===== config.mk =====
export PLATFORM = sky130hd
export DESIGN_NAME = spi_master
export DESIGN_NICKNAME = d
export VERILOG_FILES = /design/src/rtl/spi_pkg.sv /design/src/rtl/sync_2ff.sv /design/src/rtl/spi_master.sv
export SDC_FILE = /design/constraint.sdc
export NUM_CORES = 1
export LEC_CHECK = 0
export CORE_ASPECT_RATIO = 1.75
export CORE_MARGIN = 2
export CORE_UTILIZATION = 50
export DETAILED_ROUTE_END_ITERATION = 8
export DONT_BUFFER_PORTS = 1
export PLACE_DENSITY_LB_ADDON = 0.3
export REMOVE_ABC_BUFFERS = 1
export SLEW_MARGIN = 10
export SYNTH_ARGS = -nofsm -noshare
export SYNTH_HDL_FRONTEND = slang
export SYNTH_HIERARCHICAL = 1
export SYNTH_SLANG_ARGS = --single-unit

===== constraint.sdc =====
create_clock -name clk -period 2.8 [get_ports clk]
set_input_delay 0.28 -clock clk [delete_from_list [all_inputs] [get_ports clk]]
set_output_delay 0.28 -clock clk [all_outputs]
set_load 0.1 [all_outputs]

===== src/rtl/spi_pkg.sv =====
// rtl/spi_pkg.sv - shared SPI constants and master state encoding
package spi_pkg;

    localparam int SPI_BITS         = 8;
    localparam int SPI_HALF_PERIODS = 2 * SPI_BITS;
    localparam int SPI_MIN_CLK_DIV  = 4;

    typedef enum logic [2:0] {
        ST_IDLE,
        ST_LEAD,
        ST_SHIFT,
        ST_HOLD,
        ST_TRAIL,
        ST_GAP
    } spi_state_e;

endpackage


===== src/rtl/sync_2ff.sv =====
// rtl/sync_2ff.sv - two-flop synchronizer for asynchronous inputs
module sync_2ff #(
    parameter int WIDTH = 1
) (
    input  logic             clk,
    input  logic             rst_n,
    input  logic [WIDTH-1:0] d,
    output logic [WIDTH-1:0] q
);

    logic [WIDTH-1:0] meta;

    always_ff @(posedge clk or negedge rst_n) begin
        if (!rst_n) begin
            meta <= '0;
            q    <= '0;
        end else begin
            meta <= d;
            q    <= meta;
        end
    end

endmodule


===== src/rtl/spi_master.sv =====
// rtl/spi_master.sv - SPI mode-0 initiator, MSB first, single and multi-byte transactions
module spi_master
    import spi_pkg::*;
#(
    parameter int CLK_DIV = 4
) (
    input  logic                clk,
    input  logic                rst_n,
    input  logic                start,
    input  logic [SPI_BITS-1:0] tx_data,
    input  logic                tx_last,
    output logic                ready,
    output logic                busy,
    output logic [SPI_BITS-1:0] rx_data,
    output logic                rx_valid,
    output logic                spi_ssel,
    output logic                spi_sck,
    output logic                spi_mosi,
    input  logic                spi_miso
);

    localparam int              CNT_W     = $clog2(CLK_DIV);
    localparam logic [CNT_W-1:0] CNT_LAST  = CNT_W'(CLK_DIV - 1);
    localparam logic [3:0]      HALF_LAST = 4'(SPI_HALF_PERIODS - 1);
    localparam logic [3:0]      FALL_LAST = 4'(SPI_HALF_PERIODS - 2);

    generate
        if (CLK_DIV < SPI_MIN_CLK_DIV) begin : g_bad_div
            $error("spi_master: CLK_DIV must be at least 4");
        end
    endgenerate

    spi_state_e          state;
    logic [CNT_W-1:0]    cnt;
    logic [3:0]          half;
    logic [SPI_BITS-1:0] tx_sh;
    logic [SPI_BITS-1:0] rx_sh;
    logic                last_q;
    logic                miso_sync;
    logic                accept;
    logic                cnt_done;

    sync_2ff #(.WIDTH(1)) u_miso_sync (
        .clk   (clk),
        .rst_n (rst_n),
        .d     (spi_miso),
        .q     (miso_sync)
    );

    assign accept   = start && ready;
    assign cnt_done = (cnt == CNT_LAST);

    always_ff @(posedge clk or negedge rst_n) begin
        if (!rst_n) begin
            state    <= ST_IDLE;
            cnt      <= '0;
            half     <= '0;
            tx_sh    <= '0;
            rx_sh    <= '0;
            last_q   <= 1'b0;
            ready    <= 1'b1;
            busy     <= 1'b0;
            rx_data  <= '0;
            rx_valid <= 1'b0;
            spi_ssel <= 1'b1;
            spi_sck  <= 1'b0;
            spi_mosi <= 1'b0;
        end else begin
            rx_valid <= 1'b0;
            case (state)
                ST_IDLE: begin
                    if (accept) begin
                        state    <= ST_LEAD;
                        cnt      <= '0;
                        tx_sh    <= tx_data;
                        last_q   <= tx_last;
                        spi_mosi <= tx_data[SPI_BITS-1];
                        spi_ssel <= 1'b0;
                        ready    <= 1'b0;
                        busy     <= 1'b1;
                    end
                end
                ST_LEAD: begin
                    if (cnt_done) begin
                        state   <= ST_SHIFT;
                        cnt     <= '0;
                        half    <= '0;
                        spi_sck <= 1'b1;
                    end else begin
                        cnt <= cnt + 1'b1;
                    end
                end
                ST_SHIFT: begin
                    // Even half-periods are SCK high; sample in their final cycle.
                    if (!half[0] && cnt_done) begin
                        rx_sh <= {rx_sh[SPI_BITS-2:0], miso_sync};
                    end
                    if (!cnt_done) begin
                        cnt <= cnt + 1'b1;
                    end else begin
                        cnt <= '0;
                        if (half == HALF_LAST) begin
                            rx_data  <= rx_sh;
                            rx_valid <= 1'b1;
                            if (last_q) begin
                                state <= ST_TRAIL;
                            end else begin
                                state <= ST_HOLD;
                                ready <= 1'b1;
                            end
                        end else begin
                            half    <= half + 4'd1;
                            spi_sck <= ~spi_sck;
                            // The 8th falling edge leaves bit 0 on the line.
                            if (!half[0] && half != FALL_LAST) begin
                                tx_sh    <= {tx_sh[SPI_BITS-2:0], 1'b0};
                                spi_mosi <= tx_sh[SPI_BITS-2];
                            end
                        end
                    end
                end
                ST_HOLD: begin
                    // LEAD supplies the D-cycle SCK-low setup before the next byte.
                    if (accept) begin
                        state    <= ST_LEAD;
                        cnt      <= '0;
                        tx_sh    <= tx_data;
                        last_q   <= tx_last;
                        spi_mosi <= tx_data[SPI_BITS-1];
                        ready    <= 1'b0;
                    end
                end
                ST_TRAIL: begin
                    if (cnt_done) begin
                        state    <= ST_GAP;
                        cnt      <= '0;
                        spi_ssel <= 1'b1;
                        spi_mosi <= 1'b0;
                    end else begin
                        cnt <= cnt + 1'b1;
                    end
                end
                ST_GAP: begin
                    if (cnt_done) begin
                        state <= ST_IDLE;
                        cnt   <= '0;
                        ready <= 1'b1;
                        busy  <= 1'b0;
                    end else begin
                        cnt <= cnt + 1'b1;
                    end
                end
                default: begin
                    state <= ST_IDLE;
                end
            endcase
        end
    end

endmodule


Word level (Yosys, flattened, before mapping)
Cells that the tools add are included.
{"block": "word_totals", "register_bits": 41}
{"block": "classes", "n_eq_ne": 18, "n_bitwise": 1, "reduce_logical": 25, "mux": 41, "addsub": 2}
{"operator": "7-bit two-way mux", "n": 4}
{"operator": "3-bit two-way mux", "n": 7}
{"operator": "2-bit != test (second input constant)", "n": 9}
{"operator": "6-bit AND reduction", "n": 3}
{"operator": "1-bit two-way mux", "n": 16}
{"operator": "3-bit one-hot mux with 5 select lines", "n": 1}
{"operator": "7-bit one-hot mux with 2 select lines", "n": 1}
{"operator": "4-bit two-way mux", "n": 3}
{"operator": "2-bit nonzero test", "n": 5}
{"operator": "3-bit AND reduction", "n": 3}
{"operator": "4-bit one-hot mux with 2 select lines", "n": 1}
{"operator": "3-bit by 2-bit == test with 1-bit output (second input constant)", "n": 2}
{"operator": "3-bit == test (second input constant)", "n": 2}
{"operator": "1-bit one-hot mux with 2 select lines", "n": 3}
{"operator": "1-bit one-hot mux with 3 select lines", "n": 2}
{"operator": "2-bit AND reduction", "n": 3}
{"operator": "3-bit nonzero test", "n": 2}
{"operator": "5-bit AND reduction", "n": 1}
{"operator": "4-bit by 1-bit adder with 4-bit output (second input constant)", "n": 1}
{"operator": "4-bit == test (second input constant)", "n": 1}
{"operator": "2-bit two-way mux", "n": 2}
{"operator": "4-bit != test (second input constant)", "n": 1}
{"operator": "2-bit one-hot mux with 2 select lines", "n": 1}
{"operator": "4-bit AND reduction", "n": 1}
{"operator": "other kinds (10)", "n": 12}

Depth between registers and ports, before layout
Gate-level depths: netlist of the first run.
{"block": "logic_depth", "word_depth": 6, "ltp_mapped": 6, "mapped_depth_nobuf": 6}

Cells and area by module
Netlist of the first run, hierarchy kept.
{"mod": "spi_master", "seq_area_each_um2": 978.4, "area_per_inst_um2": 1969.4, "cells_per_inst": 171, "instances": 1}
{"mod": "sync_2ff", "seq_area_each_um2": 50.0, "area_per_inst_um2": 50.0, "cells_per_inst": 2, "instances": 1}

Worst setup path after synthesis of the first run
No wires, ideal clock.
{"block": "synth_timing", "path_type": "flip-flop to flip-flop", "start": "reg ready", "end": "reg state[1]", "stages_incl_launch_ff": 5, "t_required_ns": 2.660, "t_arrival_ns": 1.783, "path_buffers": 0, "setup_ns": 0.140, "path_slack_ns": 0.877, "cell_sequence": "dfstp_2 nand3b_1 o221a_2 a2111oi_0 a211oi_1"}
{"block": "synth_via", "elab_chain_len": 3}
{"element": "start, declared", "line_no": "spi_master.sv:12", "rtl": "output logic ready,"}
{"element": "start signal, assigned", "line_no": "spi_master.sv:61", "rtl": "ready <= 1'b1;"}
{"element": "start signal, assigned", "line_no": "spi_master.sv:79", "rtl": "ready <= 1'b0;"}
{"element": "start signal, assigned", "line_no": "spi_master.sv:109", "rtl": "ready <= 1'b1;"}
{"element": "1-bit logical AND", "line_no": "spi_master.sv:50", "rtl": "assign accept = start && ready;"}
{"element": "2-bit by 1-bit != test with 1-bit output (no line)"}
{"element": "6-bit AND reduction (no line)"}
{"element": "end signal, assigned", "line_no": "spi_master.sv:55", "rtl": "state <= ST_IDLE;"}
{"element": "end signal, assigned", "line_no": "spi_master.sv:73", "rtl": "state <= ST_LEAD;"}
{"element": "end signal, assigned", "line_no": "spi_master.sv:85", "rtl": "state <= ST_SHIFT;"}
{"element": "end, declared", "line_no": "spi_master.sv:33", "rtl": "spi_state_e state;"}
Every way passes these cells.
A chain may end at the register's enable or synchronous reset.

Worst setup path in the final report of the first run
{"block": "layout_timing", "start": "reg state[1]", "end": "reg rx_sh[6]"}
{"block": "layout_via", "elab_chain_len": 2}
{"element": "3-bit by 2-bit == test with 1-bit output", "line_no": "spi_master.sv:70", "rtl": "case (state)"}
{"element": "2-bit AND reduction (no line)"}
{"element": "end signal, assigned", "line_no": "spi_master.sv:96", "rtl": "rx_sh <= {rx_sh[SPI_BITS-2:0], miso_sync};"}
{"element": "end, declared", "line_no": "spi_master.sv:37", "rtl": "logic [SPI_BITS-1:0] rx_sh;"}
Every way passes these cells.

==> results.yml, run 1 <==
run_status:
  status: "finished clean"
floorplanning:
  fp-row-count: 30
  design.die.area_um2: 4580
  fp.dieW_um: 52.0
  ios: 27
  coreArea_um2: 3870
  die_y_um: 88.1
  start_util: 0.522
worst_setup_path:
  crit_required_ns: 2.99
  cp-end-kind: "register"
  cp-start-kind: "register"
  regToRegStartpoint: "state[1]"
  r2r_slack_ns: 0.56
  crit_arrival_ns: 2.43
  rr_endpoint: "rx_sh[6]"
  rr_worst_depth: 3
  cp_max_fo: 19
  critPathKind: "register to register"
sta:
  fin_crit_sh: 0.799
  setup_viol: 0
  hold_viol_final: 0
  rsz0062_at_grt: "false"
  finalCriticalPeriod_ns: 2.24
  finalMaxSlewViolations: 0
  setup_tns_ns: 0
  max_freq_mhz: 447
  clock_skew_ns: 0.00711
  slew_headroom: 0.388
  worstMarginPinSlew_ns: 0.918
power:
  power-per-cell-area_nw_per_um2: 1040
  p_seq_frac: 0.443
  power_switching_share: 0.421
  leakagePower_uw: 0.000963
  ir_drop_mv: 0.841
  p_int_uw: 1320
  total_power_uw: 2270
  power.clock.fraction: 0.171
  p_switching_uw: 955
  pwr-share-comb: 0.385
global_routing:
  grt_pass1_wl_mm: 6.59
  track_usage: 0.196
  grt_max_degree: 42
  first_global_vias: 1479
  antenna_found_initial: 0
  grt.overflow.total: 0
synth:
  yosysWarningCount: 6
  synth_seq_area_share: 0.509
  syn_inst: 173
  synth_edf_count: 0
  ys.flop_type: "dfrtp_1"
  ys_types: 45
  async_flop_share: 1.00
  ys_seq_elements: 41
  synth.avg_cell_area_um2: 11.7
  syn_area_um2: 2020
clocking:
  cts_root_buffer: "clkbuf_8"
  post-cts-setup-buffer-count: 0
  clk_path_buf_depth: 2
  cts_made_buffers: 5
  clk_pin_slew_ns: 0.08
  holdBufCountCts: 3
  cts_tree: "yes"
  cts.sinks: 41
  cts.repair.resized: 0
  worstSkewPairLatency_ns: 0.30
  cts_max_level: 2
detailed_routing:
  drc: 0
  vias: 1374
  wl_per_cell_um: 16.6
  first_pass_iters: 4
  detail-route-antenna-nets: 0
  via_per_inst: 6.08
  wl_mm: 3.76
  drt_iter0_markers: 27
final_layout:
  antenna_cells: 0
  synthToLayoutAreaGrowth_pct: 7.93
  final_cell_mix: "dfrtp_1 (39), mux2_2 (31), nand2_1 (11)"
  nFillCells: 341
  drive_above_1_share: 0.287
  nNetsFinal: 193
  final_common_cell: "dfrtp_1"
min_path:
  hold_path_depth: 1
  hold_path_end: "last_q"
  worstHoldStart: "tx_last"
  hp-class: "primary input to register"
placed_design:
  gp_congestion: 0.869
  io_buffers: 0
  dp_hpwl_mm: 2.72
flow_run:
  maxCapViolCount: 0
==> state kept, by name, indices dropped and copies added (netlist names) <==
name              cells
spi_ssel              1
spi_sck               1
rx_valid              1
half                  4
rx_data               8
ready                 1
spi_mosi              1
last_q                1
u_miso_sync/q         1
tx_sh                 7
cnt                   2
rx_sh                 8
u_miso_sync/meta      1
state                 3
busy                  1
==> Yosys cell counts, types with 2 or more instances <==
master | n | area (um2)
mux2i_1 | 3 | 30.0
a32o_1 | 2 | 20.0
o21ai_0 | 10 | 50.1
nor2_1 | 6 | 22.5
a21oi_1 | 5 | 25.0
inv_1 | 4 | 15.0
and3_1 | 2 | 12.5
a31oi_1 | 2 | 12.5
o31ai_1 | 4 | 30.0
or2_2 | 2 | 12.5
ha_1 | 3 | 37.5
clkbuf_1 | 3 | 11.3
nand3_1 | 5 | 25.0
nor3b_1 | 2 | 15.0
o22ai_1 | 5 | 31.3
dfrtp_1 | 39 | 976
nand2_1 | 11 | 41.3
dfstp_2 | 2 | 52.6
buf_2 | 3 | 15.0
nor2b_1 | 3 | 18.8
nand2b_1 | 3 | 18.8
mux2_2 | 31 | 349
==> critical path, cell delays in order, from the launching register on <==
cell     delay [ns]
dfrtp_1        0.70
or3b_1         0.59
nor3b_4        0.44
mux2_2         0.39
==> per-layer routing <==
layer  part of all wire  track usage  vias up
li1                   -            -      640
met1               0.38        0.207      686
met2               0.55        0.344       38
met3              0.045       0.0529       10
met4              0.026        0.105        0
met5                  0            0        -
==> power by group through the flow <==
stage               Clock, uW  Combinational [uW]  Sequential (uW)
floorplan                   0                 612             1080
global placement            0                 828             1010
detailed placement          0                 865             1020
CTS                       407                 881             1010
global route              420                 965             1030
finish                    389                 874             1010
==> cell families after synthesis <==
| group | synth area share |
|---|---|
| AO/OA/AOI/OAI | 0.121 |
| adder cells (fa/ha/maj) | 0.0186 |
| buffers and inverters | 0.0297 |
| flip-flops | 0.509 |
| multiplexers | 0.188 |
| AND/OR/NAND/NOR | 0.134 |
==> worst max path at each step <==
stage / from / end / slack [ns] / depth (start not counted)
4_1_cts: state[1] / rx_sh[6] / 0.56 / 3
2_1_floorplan: state[1] / rx_sh[0] / 0.85 / 3
5_1_grt: state[1] / rx_sh[6] / 0.44 / 3
6_report: state[1] / rx_sh[6] / 0.56 / 3
3_5_place_dp: state[1] / rx_sh[6] / 0.58 / 3
3_3_place_gp: state[1] / rx_sh[0] / 0.63 / 3
==> metrics by stage <==
step	setup WS [ns]	area [um2]	hold slack (ns)	cells	utilization
floorplan	0.855	1970	-0.0156	165	-
global placement	0.632	2050	-0.0147	215	0.530
global route	0.443	2180	0.129	226	0.564
finish	0.563	2180	0.130	226	0.564
CTS	0.561	2180	0.117	226	0.564
detailed placement	0.576	2050	-0.0146	215	0.530
==> layout make-up <==
class	instances	area, um2	area share
multi-input combinational	120	931	0.427
clock inverter	3	21.3	0.00976
tap	48	60.1	0.0276
sequential	41	1030	0.472
timing repair buffer	5	55.1	0.0253
clock buffer	5	68.8	0.0316
inverter	4	15.0	0.00689
Note: power is estimated with default switching activity, not from simulation.
==> run 2: changes to the inputs <==
==> constraint.sdc (replaced) <==
create_clock -name clk -period 2.15 [get_ports clk]
set_input_delay 0.215 -clock clk [delete_from_list [all_inputs] [get_ports clk]]
set_output_delay 0.215 -clock clk [all_outputs]
set_load 0.1 [all_outputs]
==> run 2 against run 1 <==
Against the previous run: clock power increased by 31%; via count increased by 4.4%; design area increased by 4.1%; flip-flop and latch count unchanged; clock skew about the same; total power increased by 36%; global-route usage increased by 0.093 points; maximum frequency increased by 14%; final cell count increased by 5.3%; sequential power increased by 17%; combinational power increased by 61%; routed wire length increased by 9.0%; critical path type unchanged; largest power group is now combinational cells.
==> results.yml, run 2 (same netlist as run 1, synthesis figures left out) <==
run_status:
  status: "finished clean"
clocking:
  cts_max_level: 2
  cts_tree: "yes"
  cts.sinks: 41
  worstSkewPairLatency_ns: 0.30
  cts.repair.resized: 0
  cts_made_buffers: 5
  post-cts-setup-buffer-count: 0
  clk_pin_slew_ns: 0.08
  cts_root_buffer: "clkbuf_8"
  clk_path_buf_depth: 2
worst_setup_path:
  cp_cell_sequence: "or3b_1 > nor3b_4 > mux2_2"
  crit_required_ns: 2.34
  slowest_stage: "dfrtp_1"
  max_stage_delay_ns: 0.56
  regToRegStartpoint: "state[1]"
  critPathKind: "register to register"
  rr_worst_depth: 3
  r2r_slack_ns: 0.18
  cp-end-kind: "register"
  crit_arrival_ns: 2.16
  rr_endpoint: "rx_sh[4]"
  critPathCapture: "rx_sh[4]"
  startpoint: "state[1]"
  cp-start-kind: "register"
  cp_max_fo: 13
sta:
  hold_viol_final: 0
  worstMarginPinSlew_ns: 0.898
  setup_tns_ns: 0
  fin_crit_sh: 0.917
  slew_headroom: 0.401
  finalCriticalPeriod_ns: 1.97
  rsz0062_at_grt: "false"
  finalMaxSlewViolations: 0
  setup_viol: 0
  clock_skew_ns: 0.00711
  max_freq_mhz: 507
power:
  ir_drop_mv: 1.12
  power-per-cell-area_nw_per_um2: 1360
  total_power_uw: 3100
  leakagePower_uw: 0.00102
floorplanning:
  fp-row-count: 30
  die_y_um: 88.1
  design.die.area_um2: 4580
  coreArea_um2: 3870
  start_util: 0.522
  fp.dieW_um: 52.0
  ios: 27
detailed_routing:
  drt_iter0_markers: 43
  first_pass_iters: 6
  detail-route-antenna-nets: 0
  drc: 0
  wl_mm: 4.09
  vias: 1434
  via_per_inst: 6.03
  wl_per_cell_um: 17.2
global_routing:
  track_usage: 0.197
  grt_pass1_wl_mm: 6.75
  antenna_found_initial: 0
  grt_max_degree: 42
  grt.overflow.total: 0
  first_global_vias: 1489
final_layout:
  utilization: 0.587
  final_common_cell: "dfrtp_1"
  synthToLayoutAreaGrowth_pct: 12.4
  nNetsFinal: 205
  final_cell_mix: "dfrtp_1 (39), mux2_2 (31), buf_4 (14)"
  antenna_cells: 0
  drive_above_1_share: 0.332
  largestRegisters: "rx_data (8), rx_sh (8), tx_sh (7)"
placed_design:
  io_buffers: 0
  gp_congestion: 0.984
  dp_hpwl_mm: 3.07
flow_run:
  maxCapViolCount: 0
min_path:
  hp-class: "primary input to register"
-- run 2: power breakdown --
| part | total (uW) | internal, uW | switching, uW | leakage [uW] |
|---|---|---|---|---|
| logic | 1410 | 610 | 800 | 0.000446 |
| registers | 1180 | 968 | 210 | 0.000529 |
| clock network | 508 | 230 | 278 | 0.0000445 |
-- run 2: critical path, delay by kind of cell, from the launching register on --
kind	cells	cell delay [ns]
and+or+nand+nor	2	0.91
DFF	1	0.56
muxes	1	0.39
-- run 2: worst min-delay path by stage --
stage                  from          to  cells past startpoint
global placement      rst_n  rx_data[5]                      0
global route        tx_last      last_q                      1
finish              tx_last      last_q                      1
floorplan             rst_n        busy                      0
detailed placement    rst_n  rx_data[5]                      0
CTS                 tx_last      last_q                      1
-- run 2: cell type report --
| type | instances | area, um2 |
|---|---|---|
| Inverter | 4 | 15.0 |
| Multi-Input combinational cell | 120 | 931 |
| Clock inverter | 3 | 21.3 |
| Timing Repair Buffer | 17 | 145 |
| Fill cell | 324 | 1600 |
| Sequential cell | 41 | 1030 |
| Tap cell | 48 | 60.1 |
| Clock buffer | 5 | 68.8 |
-- run 2: metal layers --
layer	global-route usage	vias up	share of wire
met3	0.0478	12	0.038
met4	0.0813	0	0.022
met5	0	-	0
met1	0.206	713	0.38
li1	-	667	-
met2	0.364	42	0.56
-- run 2: stage by stage --
stage | hold slack (ns) | cell area [um2] | instances | worst slack [ns]
finish | 0.0686 | 2270 | 238 | 0.179
floorplan | -0.0806 | 1970 | 165 | 0.205
detailed placement | -0.0798 | 2140 | 227 | 0.192
global placement | -0.0796 | 2140 | 227 | 0.250
global route | 0.0584 | 2270 | 238 | 0.0478
CTS | 0.0636 | 2270 | 238 | 0.162
-- run 2: what timing repair did --
action | 4_1_cts | 5_1_grt
hold buffers | 3 | 0
endpoints found under the setup margin | 0 | 0
hold endpoints to repair | 42 | 0
